**src/rtl/muldiv_if.sv**
```systemverilog
// muldiv_if: request/response bundle between the execute stage and muldiv_unit.
//   master (core side) drives start, flush, ALUOp, Funct7, Funct3, SrcA, SrcB.
//   slave  (unit side) drives is_mext, busy, done, Result.
interface muldiv_if #(
    parameter int WIDTH = 32
);
    logic             start;
    logic             flush;
    logic [1:0]       ALUOp;
    logic [6:0]       Funct7;
    logic [2:0]       Funct3;
    logic [WIDTH-1:0] SrcA;
    logic [WIDTH-1:0] SrcB;
    logic             is_mext;
    logic             busy;
    logic             done;
    logic [WIDTH-1:0] Result;

    modport master (
        output start, flush, ALUOp, Funct7, Funct3, SrcA, SrcB,
        input  is_mext, busy, done, Result
    );

    modport slave (
        input  start, flush, ALUOp, Funct7, Funct3, SrcA, SrcB,
        output is_mext, busy, done, Result
    );
endinterface

```
**src/rtl/muldiv_unit.sv**
```systemverilog
// muldiv_unit: iterative RV32M multiply/divide unit for the execute stage.
//   Decodes ALUOp=2'b10 / Funct7=7'b0000001 and runs MUL/MULH/MULHSU/MULHU
//   (shift-add) or DIV/DIVU/REM/REMU (restoring division), one bit per cycle
//   on operand magnitudes, with signs applied in a single fix-up cycle.
// Ports:
//   clk    rising-edge clock
//   rst_n  asynchronous active-low reset
//   bus    muldiv_if.slave: start/flush/ALUOp/Funct7/Funct3/SrcA/SrcB in,
//          is_mext (combinational), busy, done (1-cycle pulse), Result out
// Configuration:
//   MULDIV_EARLY_OUT_EN  when defined, divide-by-zero, signed overflow and
//                        zero-operand cases go IDLE -> FIX directly
//                        (done 2 cycles after start); otherwise every op
//                        takes exactly WIDTH+2 cycles.
//
// state | meaning
// IDLE  | waiting for an accepted start
// CALC  | WIDTH iterations of shift-add / restoring division
// FIX   | apply signs / special cases, register Result, pulse done
module muldiv_unit #(
    parameter int WIDTH = 32
) (
    input logic     clk,
    input logic     rst_n,
    muldiv_if.slave bus
);
    localparam int CNT_W = $clog2(WIDTH + 1);
    localparam logic [WIDTH-1:0] MIN_NEG = {1'b1, {(WIDTH-1){1'b0}}};

`ifdef MULDIV_EARLY_OUT_EN
    localparam bit EARLY_OUT = 1'b1;
`else
    localparam bit EARLY_OUT = 1'b0;
`endif

    typedef enum logic [1:0] {IDLE, CALC, FIX} state_t;

    state_t           state;
    logic [CNT_W-1:0] cnt;
    logic [WIDTH-1:0] hi;        // product high half / partial remainder
    logic [WIDTH-1:0] lo;        // multiplier / dividend, becomes product low / quotient
    logic [WIDTH-1:0] addend;    // multiplicand magnitude or divisor magnitude
    logic [WIDTH-1:0] a_raw;     // original SrcA, needed for div-by-zero / overflow results
    logic [2:0]       op;
    logic             sa, sb;
    logic             f_div0, f_ovf, f_zero;
    logic             busy_q, done_q;
    logic [WIDTH-1:0] result_q;

    assign bus.is_mext = (bus.ALUOp == 2'b10) && (bus.Funct7 == 7'b0000001);
    assign bus.busy    = busy_q;
    assign bus.done    = done_q;
    assign bus.Result  = result_q;

    // Operand classification at accept time.
    logic             in_div, in_sa, in_sb, in_div0, in_ovf, in_zero;
    logic [WIDTH-1:0] a_mag, b_mag;

    always_comb begin
        in_div  = bus.Funct3[2];
        // signed A: MUL, MULH, MULHSU, DIV, REM; signed B: MUL, MULH, DIV, REM
        in_sa   = bus.SrcA[WIDTH-1] & (in_div ? ~bus.Funct3[0] : (bus.Funct3[1:0] != 2'b11));
        in_sb   = bus.SrcB[WIDTH-1] & (in_div ? ~bus.Funct3[0] : ~bus.Funct3[1]);
        a_mag   = in_sa ? -bus.SrcA : bus.SrcA;
        b_mag   = in_sb ? -bus.SrcB : bus.SrcB;
        in_div0 = in_div && (bus.SrcB == '0);
        in_ovf  = in_div && !bus.Funct3[0] && (bus.SrcA == MIN_NEG) && (bus.SrcB == '1);
        in_zero = (bus.SrcA == '0) || (bus.SrcB == '0);
    end

    // One iteration of each algorithm.
    logic [WIDTH:0]   sum;
    logic [WIDTH:0]   rs;
    logic             ge;
    logic [WIDTH-1:0] diff;

    always_comb begin
        sum  = {1'b0, hi} + (lo[0] ? {1'b0, addend} : '0);
        rs   = {hi, lo[WIDTH-1]};
        ge   = rs >= {1'b0, addend};
        // When ge holds the true difference is below the divisor, so it fits WIDTH bits.
        diff = rs[WIDTH-1:0] - addend;
    end

    // Sign fix-up and special cases.
    logic [2*WIDTH-1:0] prod_s;
    logic [WIDTH-1:0]   quo, rem, fix_res;

    always_comb begin
        prod_s = (sa ^ sb) ? -{hi, lo} : {hi, lo};
        quo    = (sa ^ sb) ? -lo : lo;
        rem    = sa ? -hi : hi;
        fix_res = '0;
        if (op[2]) begin
            if (f_div0)
                fix_res = op[1] ? a_raw : '1;
            else if (f_ovf)
                fix_res = op[1] ? '0 : a_raw;
            else
                fix_res = op[1] ? rem : quo;
        end else if (f_zero) begin
            // an early-out multiply never ran CALC, so hi/lo are not a product
            fix_res = '0;
        end else begin
            fix_res = (op[1:0] == 2'b00) ? prod_s[WIDTH-1:0] : prod_s[2*WIDTH-1:WIDTH];
        end
    end

    always_ff @(posedge clk or negedge rst_n) begin
        if (!rst_n) begin
            state    <= IDLE;
            cnt      <= '0;
            hi       <= '0;
            lo       <= '0;
            addend   <= '0;
            a_raw    <= '0;
            op       <= '0;
            sa       <= 1'b0;
            sb       <= 1'b0;
            f_div0   <= 1'b0;
            f_ovf    <= 1'b0;
            f_zero   <= 1'b0;
            busy_q   <= 1'b0;
            done_q   <= 1'b0;
            result_q <= '0;
        end else begin
            done_q <= 1'b0;
            if (bus.flush) begin
                state  <= IDLE;
                busy_q <= 1'b0;
                cnt    <= '0;
            end else begin
                case (state)
                    IDLE: begin
                        if (bus.start && bus.is_mext) begin
                            op     <= bus.Funct3;
                            sa     <= in_sa;
                            sb     <= in_sb;
                            a_raw  <= bus.SrcA;
                            f_div0 <= in_div0;
                            f_ovf  <= in_ovf;
                            f_zero <= in_zero;
                            hi     <= '0;
                            if (in_div) begin
                                addend <= b_mag;
                                lo     <= a_mag;
                            end else begin
                                addend <= a_mag;
                                lo     <= b_mag;
                            end
                            cnt    <= CNT_W'(WIDTH);
                            busy_q <= 1'b1;
                            if (EARLY_OUT && (in_div0 || in_ovf || in_zero))
                                state <= FIX;
                            else
                                state <= CALC;
                        end
                    end
                    CALC: begin
                        if (op[2]) begin
                            hi <= ge ? diff : rs[WIDTH-1:0];
                            lo <= {lo[WIDTH-2:0], ge};
                        end else begin
                            hi <= sum[WIDTH:1];
                            lo <= {sum[0], lo[WIDTH-1:1]};
                        end
                        cnt <= cnt - CNT_W'(1);
                        if (cnt == CNT_W'(1))
                            state <= FIX;
                    end
                    FIX: begin
                        result_q <= fix_res;
                        done_q   <= 1'b1;
                        busy_q   <= 1'b0;
                        cnt      <= '0;
                        state    <= IDLE;
                    end
                    default: begin
                        state  <= IDLE;
                        busy_q <= 1'b0;
                    end
                endcase
            end
        end
    end
endmodule
```
**src/flat_wrapper.sv**
```systemverilog
// flat-port wrapper written by rule: the top's interface ports become plain ports
module muldiv_unit_flat 
#(
    parameter int WIDTH = 32
)
  (clk, rst_n, bus_start, bus_flush, bus_ALUOp, bus_Funct7, bus_Funct3, bus_SrcA, bus_SrcB, bus_is_mext, bus_busy, bus_done, bus_Result);
  muldiv_if #(.WIDTH(WIDTH)) bus_i ();
  input logic clk;
  input logic rst_n;
  input wire logic [$bits(bus_i.start)-1:0] bus_start;
  input wire logic [$bits(bus_i.flush)-1:0] bus_flush;
  input wire logic [$bits(bus_i.ALUOp)-1:0] bus_ALUOp;
  input wire logic [$bits(bus_i.Funct7)-1:0] bus_Funct7;
  input wire logic [$bits(bus_i.Funct3)-1:0] bus_Funct3;
  input wire logic [$bits(bus_i.SrcA)-1:0] bus_SrcA;
  input wire logic [$bits(bus_i.SrcB)-1:0] bus_SrcB;
  output wire logic [$bits(bus_i.is_mext)-1:0] bus_is_mext;
  output wire logic [$bits(bus_i.busy)-1:0] bus_busy;
  output wire logic [$bits(bus_i.done)-1:0] bus_done;
  output wire logic [$bits(bus_i.Result)-1:0] bus_Result;
  assign bus_i.start = bus_start;
  assign bus_i.flush = bus_flush;
  assign bus_i.ALUOp = bus_ALUOp;
  assign bus_i.Funct7 = bus_Funct7;
  assign bus_i.Funct3 = bus_Funct3;
  assign bus_i.SrcA = bus_SrcA;
  assign bus_i.SrcB = bus_SrcB;
  assign bus_is_mext = bus_i.is_mext;
  assign bus_busy = bus_i.busy;
  assign bus_done = bus_i.done;
  assign bus_Result = bus_i.Result;
  muldiv_unit #(.WIDTH(WIDTH)) u_core (.clk(clk), .rst_n(rst_n), .bus(bus_i));
endmodule
```
**config.mk**
```make
export PLATFORM = sky130hd
export DESIGN_NAME = muldiv_unit_flat
export DESIGN_NICKNAME = d
export VERILOG_FILES = /design/src/rtl/muldiv_if.sv /design/src/rtl/muldiv_unit.sv /design/src/flat_wrapper.sv
export SDC_FILE = /design/constraint.sdc
export NUM_CORES = 1
export LEC_CHECK = 0
export CAP_MARGIN = 30
export CORE_ASPECT_RATIO = 1.4
export CORE_UTILIZATION = 45
export DETAILED_ROUTE_END_ITERATION = 10
export PLACE_DENSITY = 0.72
export SYNTH_ARGS = -nofsm -noshare
export SYNTH_HDL_FRONTEND = slang
export SYNTH_SLANG_ARGS = --single-unit
```
**constraint.sdc**
```tcl
create_clock -name clk -period 3.4 [get_ports clk]
set_input_delay 1.02 -clock clk [delete_from_list [all_inputs] [get_ports clk]]
set_output_delay 1.02 -clock clk [all_outputs]
set_load 0.01 [all_outputs]
```
======== Word-level counts from Yosys, hierarchy flattened ========
Cells that the tools add are included.
operators by class
  bitwise gates (word level) .............. 6
  mux-type cells .......................... 37
  add/sub/neg operators ................... 8
  reduce and logical (&&, ||, !) cells .... 20
  magnitude comparators ................... 1
  equal/unequal tests ..................... 12
operator list
  operator                                          number
  2-to-1 mux 32 bit                                 20
  negation 32 bit                                   4
  case mux 32 bit (2 select lines)                  2
  == test 32 bit, second input constant             2
  logical NOT 32 bit                                2
  2-to-1 mux 64 bit                                 1
  negation 64 bit                                   1
  adder 32 x 33 -> 33 bit                           1
  greater-or-equal comparator 33 x 32 -> 1 bit      1
  subtractor 32 bit                                 1
  case mux 6 bit (3 select lines)                   1
  2-to-1 mux 6 bit                                  2
  AND reduction 2 bit                               4
  == test 7 x 1 -> 1 bit, second input constant     1
  == test 6 x 1 -> 1 bit, second input constant     1
  logical AND 1 bit                                 6
  2-to-1 mux 1 bit                                  6
  2-to-1 mux 2 bit                                  3
  != test 3 x 2 -> 1 bit, second input constant     2
  AND reduction 3 bit                               2
  subtractor 6 x 1 -> 6 bit, second input constant  1
  == test 2 bit, second input constant              2
  logical NOT 2 bit                                 2
  != test 2 bit, second input constant              2
  11 further kinds                                  14
storage, ports and cells
  word-level logic and storage cells ...... 99
  flip-flop bits (word level) ............. 178
  output and inout port bits .............. 35
  bits of input ports ..................... 80

======== Depth between registers and ports, before layout ========
Gate-level depths: netlist of run 1.
  depth in word-level cells ............... 7
  gate-level depth with buffers ........... 15
  gate-level depth less buffers ........... 14

======== Worst setup path after synthesis of run 1 ========
OpenSTA, ideal clock, no wires.
  path kind ............................... input to register
  start point ............................. in bus_SrcA[8]
  end point ............................... reg u_core.lo[22]
  stages .................................. 10
  data required time ...................... 3.324 ns
  arrival time ............................ 3.528 ns
  path slack .............................. -0.205 ns
  library setup time ...................... 0.076 ns
  buffers on the path ..................... 1
  cell sequence ........................... or4_4 > or4_4 > or3_4 > or3_1 > buf_6 > o41ai_2 > xor2_1 > a211oi_1 > a21oi_2 > o21ai_1
on the way
  cells in the longest elaborated chain, start to end .. 5
ends and longest elaborated chain
  item                              RTL line            source
  start, declared                   flat_wrapper.sv:15  input wire logic [$bits(bus_i.SrcA)-1:0] bus_SrcA;
  negation 32 bit                   muldiv_unit.sv:64   a_mag = in_sa ? -bus.SrcA : bus.SrcA;
  2-to-1 mux 32 bit                 muldiv_unit.sv:64
  2-to-1 mux 32 bit                 muldiv_unit.sv:144  if (in_div) begin
  2-to-1 mux 32 bit                 muldiv_unit.sv:135  if (bus.start && bus.is_mext) begin
  case mux 32 bit (2 select lines)  muldiv_unit.sv:133  case (state)
  end signal, assigned              muldiv_unit.sv:146  lo <= a_mag;
  end signal, assigned              muldiv_unit.sv:149  lo <= b_mag;
  end signal, assigned              muldiv_unit.sv:162  lo <= {lo[WIDTH-2:0], ge};
  end, declared                     muldiv_unit.sv:41   logic [WIDTH-1:0] lo;
No other way between the ends. The select of a mux whose other input is x is not followed.
A chain may end at the register's enable or synchronous reset.

======== Final worst setup path of run 1 ========
  start point ............................. reg u_core.lo[31]
  end point ............................... reg u_core.hi[28]
on the way
  cells in the longest elaborated chain, start to end .. 4
  elaborated cells between the ends (all ways) .. 5
  those cells by class .................... add/sub: 1; order compare: 1; mux: 3
ends and longest elaborated chain
  item                                                                               RTL line                              source
  subtractor 32 bit or greater-or-equal comparator 33 x 32 -> 1 bit (tied branches)  muldiv_unit.sv:82, muldiv_unit.sv:80
  2-to-1 mux 32 bit (*)                                                              muldiv_unit.sv:161                    hi <= ge ? diff : rs[WIDTH-1:0];
  2-to-1 mux 32 bit (*)                                                              muldiv_unit.sv:160                    if (op[2]) begin
  case mux 32 bit (2 select lines) (*)                                               muldiv_unit.sv:133
  end signal, assigned                                                               muldiv_unit.sv:161
  end signal, assigned                                                               muldiv_unit.sv:164                    hi <= sum[WIDTH:1];
  end, declared                                                                      muldiv_unit.sv:40                     logic [WIDTH-1:0] hi;
Mark *: on every way between the ends. The rest lies on a longest branch, timed or not.

==> results_dict.tcl, run 1 <==
set metrics [dict create \
    r2r_end "u_core.hi[28]$_DFFE_PN0P_" \
    synth-edff-count 0 \
    synth_cells 2278 \
    min_period_ns 3.49 \
    max-vdd-ir-drop_v 0.000253 \
    die_h_um 232 \
    post-route-util_pct 62.6 \
    criticalPathCategory "register to register" \
    synth_cell_types 90 \
    cts-root-buf "clkbuf_16" \
    fmax_mhz 287 \
    numCtsBuffers 17 \
    fin_cells 3165 \
    yosys_warnings 0 \
    ctsHtreeMaxLevel 4 \
    io_pins 115 \
    synth_area_um2 17000 \
    grt_use_total_pct 37.8 \
    ctsHoldBuffers 0 \
    drive_gt1_share_pct 25.1 \
    required_ns 3.75 \
    yosysSeqAreaShare_pct 26.2 \
    r2r_slack_ns -0.09 \
    synth_top_area_share_pct 26.2 \
    die-area_um2 38600 \
    relSlewSlack_pct 30.3 \
    slew_violations 0 \
    use_met2_pct 63.4 \
    final_common_cell "buf_4" \
    ant_nets 0 \
    globalplace.congestion 1.03 \
    drc 0 \
    synthTopCellsByArea "dfrtp_1, nand2_1, a21oi_1, o21ai_0, xor2_1" \
    coreArea_um2 37000 \
    max_cap_violations 0 \
    use_met3_pct 7.23 \
    crit_fanout 2 \
    rows 83 \
    fin_ws_ns -0.0896 \
    syn_area_per_cell_um2 7.48 \
    via_count 19800 \
    start_util_pct 46.1 \
    vias_per_cell 6.25 \
    holdCritPathClass "input pin to asynchronous set/reset pin" \
    met1_usage_pct 42.4 \
    startpoint_type "register" \
    fp.dieW_um 166 \
    tightest_slew_ns 1.05 \
    first_iter_violations 1922 \
    areaGrowthSynthToFinish_pct 35.9 \
    post_drt_wl_per_cell_um 23.7 \
    finalCritPeriodShare_pct 103 \
    p_per_area_nw_per_um2 252 \
    io_buffer_count 114 \
    antenna_found_initial 4 \
    placedCellCount 3089 \
    routed_wl_um 74900 \
    async_reset_ff_share_pct 100 \
    critPathCaptureType "register" \
    rsz0062_at_grt "yes" \
    syn_nets 2435 \
    cp.arrival_ns 3.84 \
    cts_tree "yes" \
    nets 2841 \
    p_leak_nw 10.8 \
    clkLatencyLatePin_ns 0.47 \
    r2r-start "u_core.lo[31]$_DFFE_PN0P_" \
    grt_overflow 0 \
    grt_pass1_vias 19400 \
    violations "setup timing" \
    cts.sinks 178 \
    reg2regPathDepth 16 \
    hpwl_um 56400 \
    clkSlewWorstSetupHoldPaths_ns 0.08 \
    cts_max_path_buffers 2 \
    grt_pass1_wl_um 111000 \
    dr.pass1.iters 7 \
    status "finished, violations left" \
    grt_max_degree 112 \
    synthFlopType "dfrtp_1" \
    yosysTopAreaCell "dfrtp_1" \
    top_usage_layer "met2" \
    ys_ff_latch 178 \
    hold_violations 0 \
    setup_viol 9 \
    fin_worst_skew_ns 0.0134 \
    layout_common_cells "buf_4, nand2_1, a21oi_1" \
]
-- cells by family (layout without fill, tap and decap cells) --
kind of cell	Yosys count	after routing	synth area share, %
mux	56	56	3.56
flops	178	178	26.2
xor+xnor	195	195	10.0
other cells	0	1	0
simple gates	765	765	20.6
buf+inv	242	661	5.49
compound gates	765	765	28.4
fa+ha+maj	77	77	5.74
-- synthesized netlist by cell type, drive strengths merged (9+ instances only) --
cell type  count
a21o          40
mux2i         23
mux2          33
o21a          10
nand3         21
nor2         225
a21oi        231
o41ai         12
o221ai        22
o21ai        210
a211o         11
buf           28
ha            75
and3          14
dfrtp        178
nand2        311
nor3          41
inv           77
a211oi        45
o22a          13
a31oi         20
clkbuf       136
nor4          21
xnor2         85
nand2b        18
nand4         20
o211ai        15
or4           22
or3           20
and2          14
o31ai         34
a221o          9
nor2b         10
a22oi         19
xor2         110
-- timing repair --
item / in CTS / in global routing
pin swaps: 57 / 94
setup buffers: 25 / 22
setup endpoints to repair: 80 / 82
gates resized for setup: 106 / 148
gates cloned: 1 / 1
-- area by class of cell --
| cell class | count | area, um^2 |
|---|---|---|
| diodes | 1 | 2.50 |
| clock buffers | 18 | 429 |
| clock inverters | 14 | 164 |
| fillers | 3270 | 13800 |
| inverters | 78 | 293 |
| multi-input cells | 1858 | 12500 |
| flip-flops and latches | 178 | 4460 |
| well taps | 467 | 584 |
| repair buffers | 551 | 4690 |
-- power breakdown --
part / switching, mW / total, mW / internal (mW)
combinational: 0.860 / 1.52 / 0.661
clock: 1.02 / 2.07 / 1.05
sequential: 0.0765 / 2.24 / 2.17
total: 1.96 / 5.84 / 3.88
-- metrics by stage --
step	cell area, um^2	setup slack, ns	TNS, ns	power, mW	hold slack (ns)
after global routing	23100	-0.194	-2.09	6.02	0.468
final	23100	-0.0896	-0.389	5.84	0.460
after global placement	21300	-0.899	-36.83	3.63	0.465
after detailed placement	21300	-0.999	-45.70	3.65	0.475
after floorplan	17100	-0.183	-1.34	2.92	0.446
after CTS	22400	-0.188	-1.73	5.73	0.461
-- how the worst max path moves through the flow --
stage,from,end,slack [ns],cells after the start
global route,u_core.lo[0]$_DFFE_PN0P_,u_core.hi[27]$_DFFE_PN0P_,-0.19,15
CTS,bus_SrcA[7],u_core.lo[22]$_DFFE_PN0P_,-0.19,10
finish,u_core.lo[31]$_DFFE_PN0P_,u_core.hi[28]$_DFFE_PN0P_,-0.09,16
global placement,bus_SrcA[4],u_core.lo[22]$_DFFE_PN0P_,-0.90,11
detailed placement,bus_SrcA[4],u_core.lo[26]$_DFFE_PN0P_,-1.0,11
floorplan,bus_SrcA[8],u_core.addend[24]$_DFFE_PN0P_,-0.18,9
-- critical path, stage by stage (launching register included) --
cell and delay [ns]:
dfrtp_1 0.41, inv_2 0.10, ha_4 0.14, inv_2 0.04, fa_2 0.35, a21o_1 0.19, a221o_1 0.33, a211oi_2 0.23
buf_4 0.15, o211ai_1 0.17, a311oi_1 0.28, buf_4 0.16, o21bai_1 0.07, a21oi_1 0.20, xor2_1 0.19, nand3b_1 0.09
a32o_2 0.27
-- routing by layer --
layer  wire length (um)  part of all wire, %
met5                 29                0.039
met4               6430                  8.6
met3               5610                  7.5
met2              34900                   47
met1              27900                   37
-- sequential cells by signal (all words and copies together) (netlist names) --
register           flops
u_core.f_div0          1
u_core.bus.done        1
u_core.state           2
u_core.lo             32
u_core.bus.Result     32
u_core.hi             32
u_core.cnt             6
u_core.f_zero          1
u_core.op              3
u_core.f_ovf           1
u_core.addend         32
u_core.a_raw          32
u_core.sa              1
u_core.sb              1
u_core.bus.busy        1
No activity file was read; power rests on OpenSTA's default activity.
==> inputs of run 2 (changes only) <==
CAP_MARGIN = unset   (was 30)
==> results of run 2 <==
No change in the layout: final DEF, timing and power equal those of run 1.
